<file path="src/rtl/hilo_muldiv_unit.sv">
// HI/LO register pair with an iterative shift-add multiplier and restoring divider.
// Optional same-cycle MTHI/MTLO read forwarding when HILO_FWD_EN is defined.
module hilo_muldiv_unit #(
  parameter int WIDTH = 32,
  parameter int CNT_W = 6
) (
  input  logic             clk,
  input  logic             rst,
  input  logic             op_valid,
  input  logic [2:0]       op_code,
  input  logic [WIDTH-1:0] src_a,
  input  logic [WIDTH-1:0] src_b,
  input  logic             read_sel,
  output logic [WIDTH-1:0] read_data,
  output logic             busy,
  output logic             done
);

  typedef enum logic [1:0] {S_IDLE, S_MUL, S_DIV, S_FIX} state_t;

  state_t             r_state, w_next;
  logic [CNT_W-1:0]   r_cnt;
  logic [WIDTH-1:0]   r_hi, r_lo, r_opnd, r_a_orig;
  logic [2*WIDTH-1:0] r_acc;
  logic               r_is_div, r_neg_q, r_neg_r, r_dbz, r_done;

  logic               w_accept, w_start_mul, w_start_div, w_signed, w_last;
  logic [WIDTH-1:0]   w_abs_a, w_abs_b;
  logic [WIDTH:0]     w_mul_sum, w_div_shift;
  logic [WIDTH-1:0]   w_div_diff, w_quo, w_rem;
  logic               w_div_ge;
  logic [2*WIDTH-1:0] w_prod;

  assign w_accept    = op_valid && (r_state == S_IDLE);
  assign w_start_mul = w_accept && (op_code == 3'd1 || op_code == 3'd2);
  assign w_start_div = w_accept && (op_code == 3'd3 || op_code == 3'd4);
  assign w_signed    = (op_code == 3'd1) || (op_code == 3'd3);
  assign w_abs_a     = (w_signed && src_a[WIDTH-1]) ? -src_a : src_a;
  assign w_abs_b     = (w_signed && src_b[WIDTH-1]) ? -src_b : src_b;
  assign w_last      = (r_cnt == CNT_W'(WIDTH - 1));

  // Multiply: acc = {partial, multiplier}; add multiplicand on LSB, then shift right.
  assign w_mul_sum   = {1'b0, r_acc[2*WIDTH-1:WIDTH]} + {1'b0, (r_acc[0] ? r_opnd : '0)};
  // Divide: acc = {remainder, dividend/quotient}; shift left, trial-subtract divisor.
  assign w_div_shift = {r_acc[2*WIDTH-1:WIDTH], r_acc[WIDTH-1]};
  assign w_div_ge    = (w_div_shift >= {1'b0, r_opnd});
  assign w_div_diff  = w_div_shift[WIDTH-1:0] - r_opnd;

  assign w_prod = r_neg_q ? -r_acc : r_acc;
  assign w_quo  = r_neg_q ? -r_acc[WIDTH-1:0] : r_acc[WIDTH-1:0];
  assign w_rem  = r_neg_r ? -r_acc[2*WIDTH-1:WIDTH] : r_acc[2*WIDTH-1:WIDTH];

  always_ff @(posedge clk or negedge rst) begin
    if (!rst) r_state <= S_IDLE;
    else      r_state <= w_next;
  end

  always_comb begin
    w_next = r_state;
    case (r_state)
      S_IDLE: begin
        if (w_start_mul)      w_next = S_MUL;
        else if (w_start_div) w_next = S_DIV;
      end
      S_MUL, S_DIV: if (w_last) w_next = S_FIX;
      S_FIX:  w_next = S_IDLE;
      default: w_next = S_IDLE;
    endcase
  end

  always_ff @(posedge clk or negedge rst) begin
    if (!rst) begin
      r_cnt    <= '0;
      r_hi     <= '0;
      r_lo     <= '0;
      r_opnd   <= '0;
      r_a_orig <= '0;
      r_acc    <= '0;
      r_is_div <= 1'b0;
      r_neg_q  <= 1'b0;
      r_neg_r  <= 1'b0;
      r_dbz    <= 1'b0;
      r_done   <= 1'b0;
    end else begin
      r_done <= (r_state == S_FIX);
      case (r_state)
        S_IDLE: begin
          if (w_accept && op_code == 3'd5) r_hi <= src_a;
          if (w_accept && op_code == 3'd6) r_lo <= src_a;
          if (w_start_mul || w_start_div) begin
            r_cnt    <= '0;
            r_is_div <= w_start_div;
            r_a_orig <= src_a;
            r_dbz    <= (src_b == '0);
            r_neg_q  <= w_signed && (src_a[WIDTH-1] ^ src_b[WIDTH-1]);
            r_neg_r  <= w_signed && src_a[WIDTH-1];
            r_opnd   <= w_start_div ? w_abs_b : w_abs_a;
            r_acc    <= {{WIDTH{1'b0}}, (w_start_div ? w_abs_a : w_abs_b)};
          end
        end
        S_MUL: begin
          r_acc <= {w_mul_sum, r_acc[WIDTH-1:1]};
          r_cnt <= r_cnt + 1'b1;
        end
        S_DIV: begin
          r_acc <= {(w_div_ge ? w_div_diff : w_div_shift[WIDTH-1:0]),
                    r_acc[WIDTH-2:0], w_div_ge};
          r_cnt <= r_cnt + 1'b1;
        end
        S_FIX: begin
          if (!r_is_div) begin
            {r_hi, r_lo} <= w_prod;
          end else if (r_dbz) begin
            r_lo <= '1;
            r_hi <= r_a_orig;
          end else begin
            r_lo <= w_quo;
            r_hi <= w_rem;
          end
        end
        default: ;
      endcase
    end
  end

  assign busy = (r_state != S_IDLE);
  assign done = r_done;

`ifdef HILO_FWD_EN
  always_comb begin
    read_data = read_sel ? r_hi : r_lo;
    if (w_accept && ((op_code == 3'd5 && read_sel) || (op_code == 3'd6 && !read_sel)))
      read_data = src_a;
  end
`else
  assign read_data = read_sel ? r_hi : r_lo;
`endif

endmodule

</file>
<file path="config.mk">
export PLATFORM = sky130hd
export DESIGN_NAME = hilo_muldiv_unit
export DESIGN_NICKNAME = d
export VERILOG_FILES = /design/src/rtl/hilo_muldiv_unit.sv
export SDC_FILE = /design/constraint.sdc
export NUM_CORES = 1
export LEC_CHECK = 0
export BUFFER_PORTS_ARGS = -buffer_cell sky130_fd_sc_hd__clkbuf_2
export CORE_MARGIN = 1.5
export CORE_UTILIZATION = 63
export CTS_CLUSTER_DIAMETER = 100
export DETAILED_ROUTE_END_ITERATION = 12
export PLACE_DENSITY = 0.82
export REMOVE_ABC_BUFFERS = 1
export SLEW_MARGIN = 20
export SYNTH_ARGS = -nofsm -noshare
export SYNTH_HDL_FRONTEND = slang
export SYNTH_SLANG_ARGS = --single-unit
</file>
<file path="constraint.sdc">
create_clock -name clk -period 4.85 [get_ports clk]
set_input_delay 0.2425 -clock clk [delete_from_list [all_inputs] [get_ports clk]]
set_output_delay 0.2425 -clock clk [all_outputs]
set_load 0.1 [all_outputs]
</file>
# Yosys cells after proc, flatten, opt, wreduce, memory -nomap -nowiden
# Cells that the tools add are included.
# word_totals
register_bits	205
latchBits	0
ram_bits	0
rom_bits	0
inputBits	71
out_inout_bits	34
elab_cells	88
mem_count	0
# classes
addsub	8
mul	0
n_div	0
magnitude_cmp	1
n_eq_ne	15
shift	0
muxes	26
bitwise	1
n_reduce_logical	25
# op_table
op	n
32-bit two-way mux	15
64-bit one-hot mux with 3 select lines	1
64-bit two-way mux	2
32-bit negator	4
32-bit one-hot mux with 2 select lines	2
64-bit negator	1
32-bit by 32-bit adder with 33-bit output	1
33-bit by 32-bit >= comparator with 1-bit output	1
32-bit logical NOT	1
32-bit subtractor	1
6-bit one-hot mux with 2 select lines	1
2-bit AND reduction	6
3-bit equality test (second input constant)	3
1-bit logical AND	8
2-bit by 1-bit inequality test with 1-bit output (second input constant)	4
6-bit by 1-bit adder with 6-bit output (second input constant)	1
3-bit by 2-bit equality test with 1-bit output (second input constant)	2
6-bit by 5-bit equality test with 1-bit output (second input constant)	1
2-bit two-way mux	3
6-bit two-way mux	1
2-bit one-hot mux with 3 select lines	1
2-bit nonzero test	3
2-bit equality test (second input constant)	2
1-bit logical OR	4
other kinds (7)	7

# Longest topological paths before layout
# logic_depth
depth_word	7
ltp_mapped	15
mapped_depth_nobuf	14

# Least setup slack after synthesis
# No wires, ideal clock.
# synth_timing
kind	reg2reg
start	register r_acc[33]
end	register r_hi[22]
setup_ns	0.126
t_arrival_ns	3.636
required_time_ns	4.724
slack_ns	1.089
stages_incl_launch_ff	14
n_path_buf	2
path_cell_list	dfrtp_1 > clkbuf_1 > inv_1 > ha_1 > or3b_4 > or3_1 > or4_1 > buf_2 > or4b_1 > a21o_1 > a21o_1 > a221o_1 > a221oi_2 > o21ai_1
# synth_between
elab_chain_len	5
# synth_rtl
element	line_no	text
from (decl)	24	logic [2*WIDTH-1:0] r_acc;
from (signal assigned)	98	r_acc <= {{WIDTH{1'b0}}, (w_start_div ? w_abs_a : w_abs_b)};
from (signal assigned)	102	r_acc <= {w_mul_sum, r_acc[WIDTH-1:1]};
from (signal assigned)	106	r_acc <= {(w_div_ge ? w_div_diff : w_div_shift[WIDTH-1:0]),
32-bit negator	51	assign w_rem = r_neg_r ? -r_acc[2*WIDTH-1:WIDTH] : r_acc[2*WIDTH-1:WIDTH];
32-bit two-way mux	51	
32-bit two-way mux	113	end else if (r_dbz) begin
32-bit two-way mux (*)	111	if (!r_is_div) begin
32-bit one-hot mux with 2 select lines (*)	86	case (r_state)
to (signal assigned)	88	if (w_accept && op_code == 3'd5) r_hi <= src_a;
to (signal assigned)	112	{r_hi, r_lo} <= w_prod;
to (signal assigned)	115	r_hi <= r_a_orig;
to (decl)	23	logic [WIDTH-1:0] r_hi, r_lo, r_opnd, r_a_orig;
# Every way passes the cells marked *; elsewhere a longest branch is shown, timed or not.
# A chain may end at the register's enable or synchronous reset.

# Final worst setup path
# layout_timing
start	register r_state[0]
end	register r_hi[19]
# layout_between
elab_chain_len	5
# layout_rtl
element	line_no	text
from (decl)	21	state_t r_state, w_next;
from (signal assigned)	55	else r_state <= w_next;
2-bit logical NOT	34, 86	
1-bit logical AND	34	assign w_accept = op_valid && (r_state == S_IDLE);
1-bit logical AND	88	
2-bit by 1-bit inequality test with 1-bit output (no source line)	-	
2-bit AND reduction (no source line)	-	
# Several ways; a longest one is shown, not always the timed one.

==> results_dict.tcl <==
set metrics [dict create \
    setup_viol 0 \
    drv_slew 0 \
    final_net_count 2351 \
    wire_per_inst_um 26.3 \
    cp_data_required_time_ns 5.26 \
    numCtsBuffers 24 \
    gr-usage-all-layers_pct 46.6 \
    syn_area_per_cell_um2 7.94 \
    hold_viol 0 \
    finalPower_w 0.0165 \
    ys_warn_count 0 \
    hold_buffers 1 \
    switching_power_w 0.00920 \
    p_leak_nw 8.28 \
    seqPwrFrac_pct 21.7 \
    timing.hold.ws_ns 0.0469 \
    synth_top_area_share_pct 29.5 \
    synthCells 2187 \
    clk_latency_ns 0.53 \
    status "completed" \
    synth_flop_cell "dfrtp_1" \
    cpMaxStageDelayCell "ha_2" \
    critPathLaunch "r_state[0]$_DFFE_PN0P_" \
    antenna_found_initial 1 \
    dpl_cell_area_um2 18200 \
    fmax_ghz 0.234 \
    cp-end-kind "register" \
    swShare_pct 55.6 \
    grt_pass1_wl_um 102000 \
    post-cts-setup-buffer-count 0 \
    port_buffers 104 \
    clkPwrFrac_pct 10.9 \
    cts_resized 0 \
    initial_utilization_pct 64.3 \
    io_pins 105 \
    synth.area.top_cells "dfrtp_1, o21ai_0, nand2_1" \
    die-height_um 169 \
    min_period_over_period_pct 87.9 \
    async_flop_share_pct 100 \
    r2r-start "r_state[0]$_DFFE_PN0P_" \
    core_area_um2 27000 \
    firstDrtPassIters 8 \
    overflow 0 \
    relSlewSlack_pct 28.7 \
    power_density_nw_per_um2 873 \
    p_int_w 0.00735 \
    syn_area_um2 17400 \
    ff2ff_path_depth 8 \
    syn2layout_area_growth_pct 9.07 \
    timing.rr.end "r_hi[19]$_DFFE_PN0P_" \
    path_clk_slew_ns 0.06 \
    rrSetupSlack_ns 0.58 \
    synth.most_common_cell "nand2_1" \
    min_period_ns 4.27 \
    setup_slack_ns 0.584 \
    clock_skew_ns 0.0146 \
    cts_max_path_buffers 3 \
    synth-edff-count 0 \
    synth_common_cells "nand2_1, o21ai_0, dfrtp_1, nor2_1, a21oi_1" \
    worstPathCellList "ha_2 > inv_1 > nor2_1 > a31o_2 > nand2_1 > a21oi_1 > o221a_2 > nor3_1" \
    place_congestion 1.09 \
    setup.worst_path.start_class "register" \
    worstHoldPathType "in -> reg" \
    arrival_ns 4.67 \
    num_vias 18600 \
    vdd_drop_max_mv 0.961 \
    comb_power_share_pct 67.3 \
    drv_cap 0 \
    cts_sinks 205 \
    dpl_worst_slack_ns 0.837 \
    crit_path_max_incr_delay_ns 0.74 \
    cts.htree.levels 1 \
    crit_fanout 28 \
    drtIter0Drc 2894 \
    fp.dieArea_um2 28600 \
    path_class "reg -> reg" \
    cts_root_buf "clkbuf_16" \
    cp-endpoint "r_hi[19]$_DFFE_PN0P_" \
    rsz0062_at_grt "false" \
    wl_um 67300 \
    grt_max_degree 104 \
    synth_seq_cells 205 \
    cts_tree "yes" \
    drc_errors 0 \
    viasPerCell 7.26 \
    design_area_um2 18900 \
    synth_top_area_cell "dfrtp_1" \
    yosysUniqueCellTypes 72 \
    rows 60 \
    drive_gt1_share_pct 13.7 \
    ys_seq_area_share_pct 29.5 \
    grt_pass1_vias 17600 \
    dpl.hpwl_um 47800 \
    ant_nets 0 \
    tightest_slew_ns 1.07 \
    die-width_um 169 \
]
[cells in the final DEF, fill, tap and decap left out, drive strengths merged, types with 21 or more instances in the layout]
cell type    n
xnor2       93
a21o        35
o21ai      218
o22ai       41
o221ai      38
mux2i       37
a21oi      151
buf         45
clkbuf     133
dfrtp      205
nand3       32
ha          73
a221oi      45
xor2        63
nor3        38
nand2      271
o211ai      22
o31ai       56
or4         21
mux2        79
nor2       180
inv         71
[worst min-delay path by stage]
stage / from / to / slack [ns] / cells past startpoint
CTS: src_a[5] / r_a_orig[5]$_DFFE_PN0P_ / 0.03 / 2
finish: src_a[17] / r_a_orig[17]$_DFFE_PN0P_ / 0.05 / 2
detailed placement: rst / r_acc[58]$_DFFE_PN0P_ / 0.41 / 1
global placement: rst / r_acc[58]$_DFFE_PN0P_ / 0.41 / 1
floorplan: rst / done$_DFF_PN0_ / -0.05 / 0
global route: src_a[17] / r_a_orig[17]$_DFFE_PN0P_ / 0.06 / 2
[critical path, delay by kind of cell (launching register included)]
family                   cells  cell delay [ns]
AO/OA/AOI/OAI                3             1.18
adder cells (fa/ha/maj)      1             0.74
buffers and inverters        1             0.72
flip-flops                   1             0.40
AND/OR/NAND/NOR              3             1.06
[layer usage]
| metal | share of wire, % | routed length [um] | vias to the layer above | GRT usage (%) |
|---|---|---|---|---|
| li1 | - | - | 8064 | - |
| met3 | 12 | 7910 | 294 | 9.84 |
| met5 | 0.018 | 12 | - | 0 |
| met1 | 38 | 25800 | 8830 | 60.5 |
| met2 | 43 | 29000 | 1423 | 71.3 |
| met4 | 6.9 | 4630 | 2 | 28.6 |
[cells by family after synthesis]
logic type,share of synthesized area (%)
AO/OA/AOI/OAI,27.0
XOR/XNOR,7.86
adder cells (fa/ha/maj),5.49
buffers and inverters,4.98
flip-flops,29.5
multiplexers,7.25
AND/OR/NAND/NOR,17.9
[state kept, by name (all words and copies together) (netlist names)]
register / flops
r_opnd: 32
r_neg_r: 1
r_lo: 32
r_dbz: 1
r_cnt: 6
done: 1
r_a_orig: 32
r_state: 2
r_acc: 64
r_neg_q: 1
r_hi: 32
r_is_div: 1
[through the flow]
stage / setup TNS [ns] / utilization [%] / std cells
3_5_place_dp: 0 / 67.2 / 2519
5_1_grt: 0 / 70.1 / 2562
2_1_floorplan: -247.37 / - / 2029
6_report: 0 / 70.1 / 2563
3_3_place_gp: 0 / 67.2 / 2519
4_1_cts: 0 / 70.1 / 2562
[layout make-up]
class / count / area, um2
antenna: 1 / 2.50
clock buffer: 29 / 671
clock inverter: 13 / 104
fill: 2203 / 8080
inverter: 72 / 270
multi-input combinational: 1752 / 11400
sequential: 205 / 5130
tap: 341 / 427
timing repair buffer: 150 / 902
[power by group through the flow]
stage | Combinational [W] | Clock, W | Sequential [W]
3_3_place_gp | 0.0106 | 0 | 0.00349
5_1_grt | 0.0119 | 0.00186 | 0.00363
3_5_place_dp | 0.0107 | 0 | 0.00354
6_report | 0.0111 | 0.00181 | 0.00360
4_1_cts | 0.0108 | 0.00181 | 0.00352
2_1_floorplan | 0.00770 | 0 | 0.00326
Power figures use the tool's default switching activity.
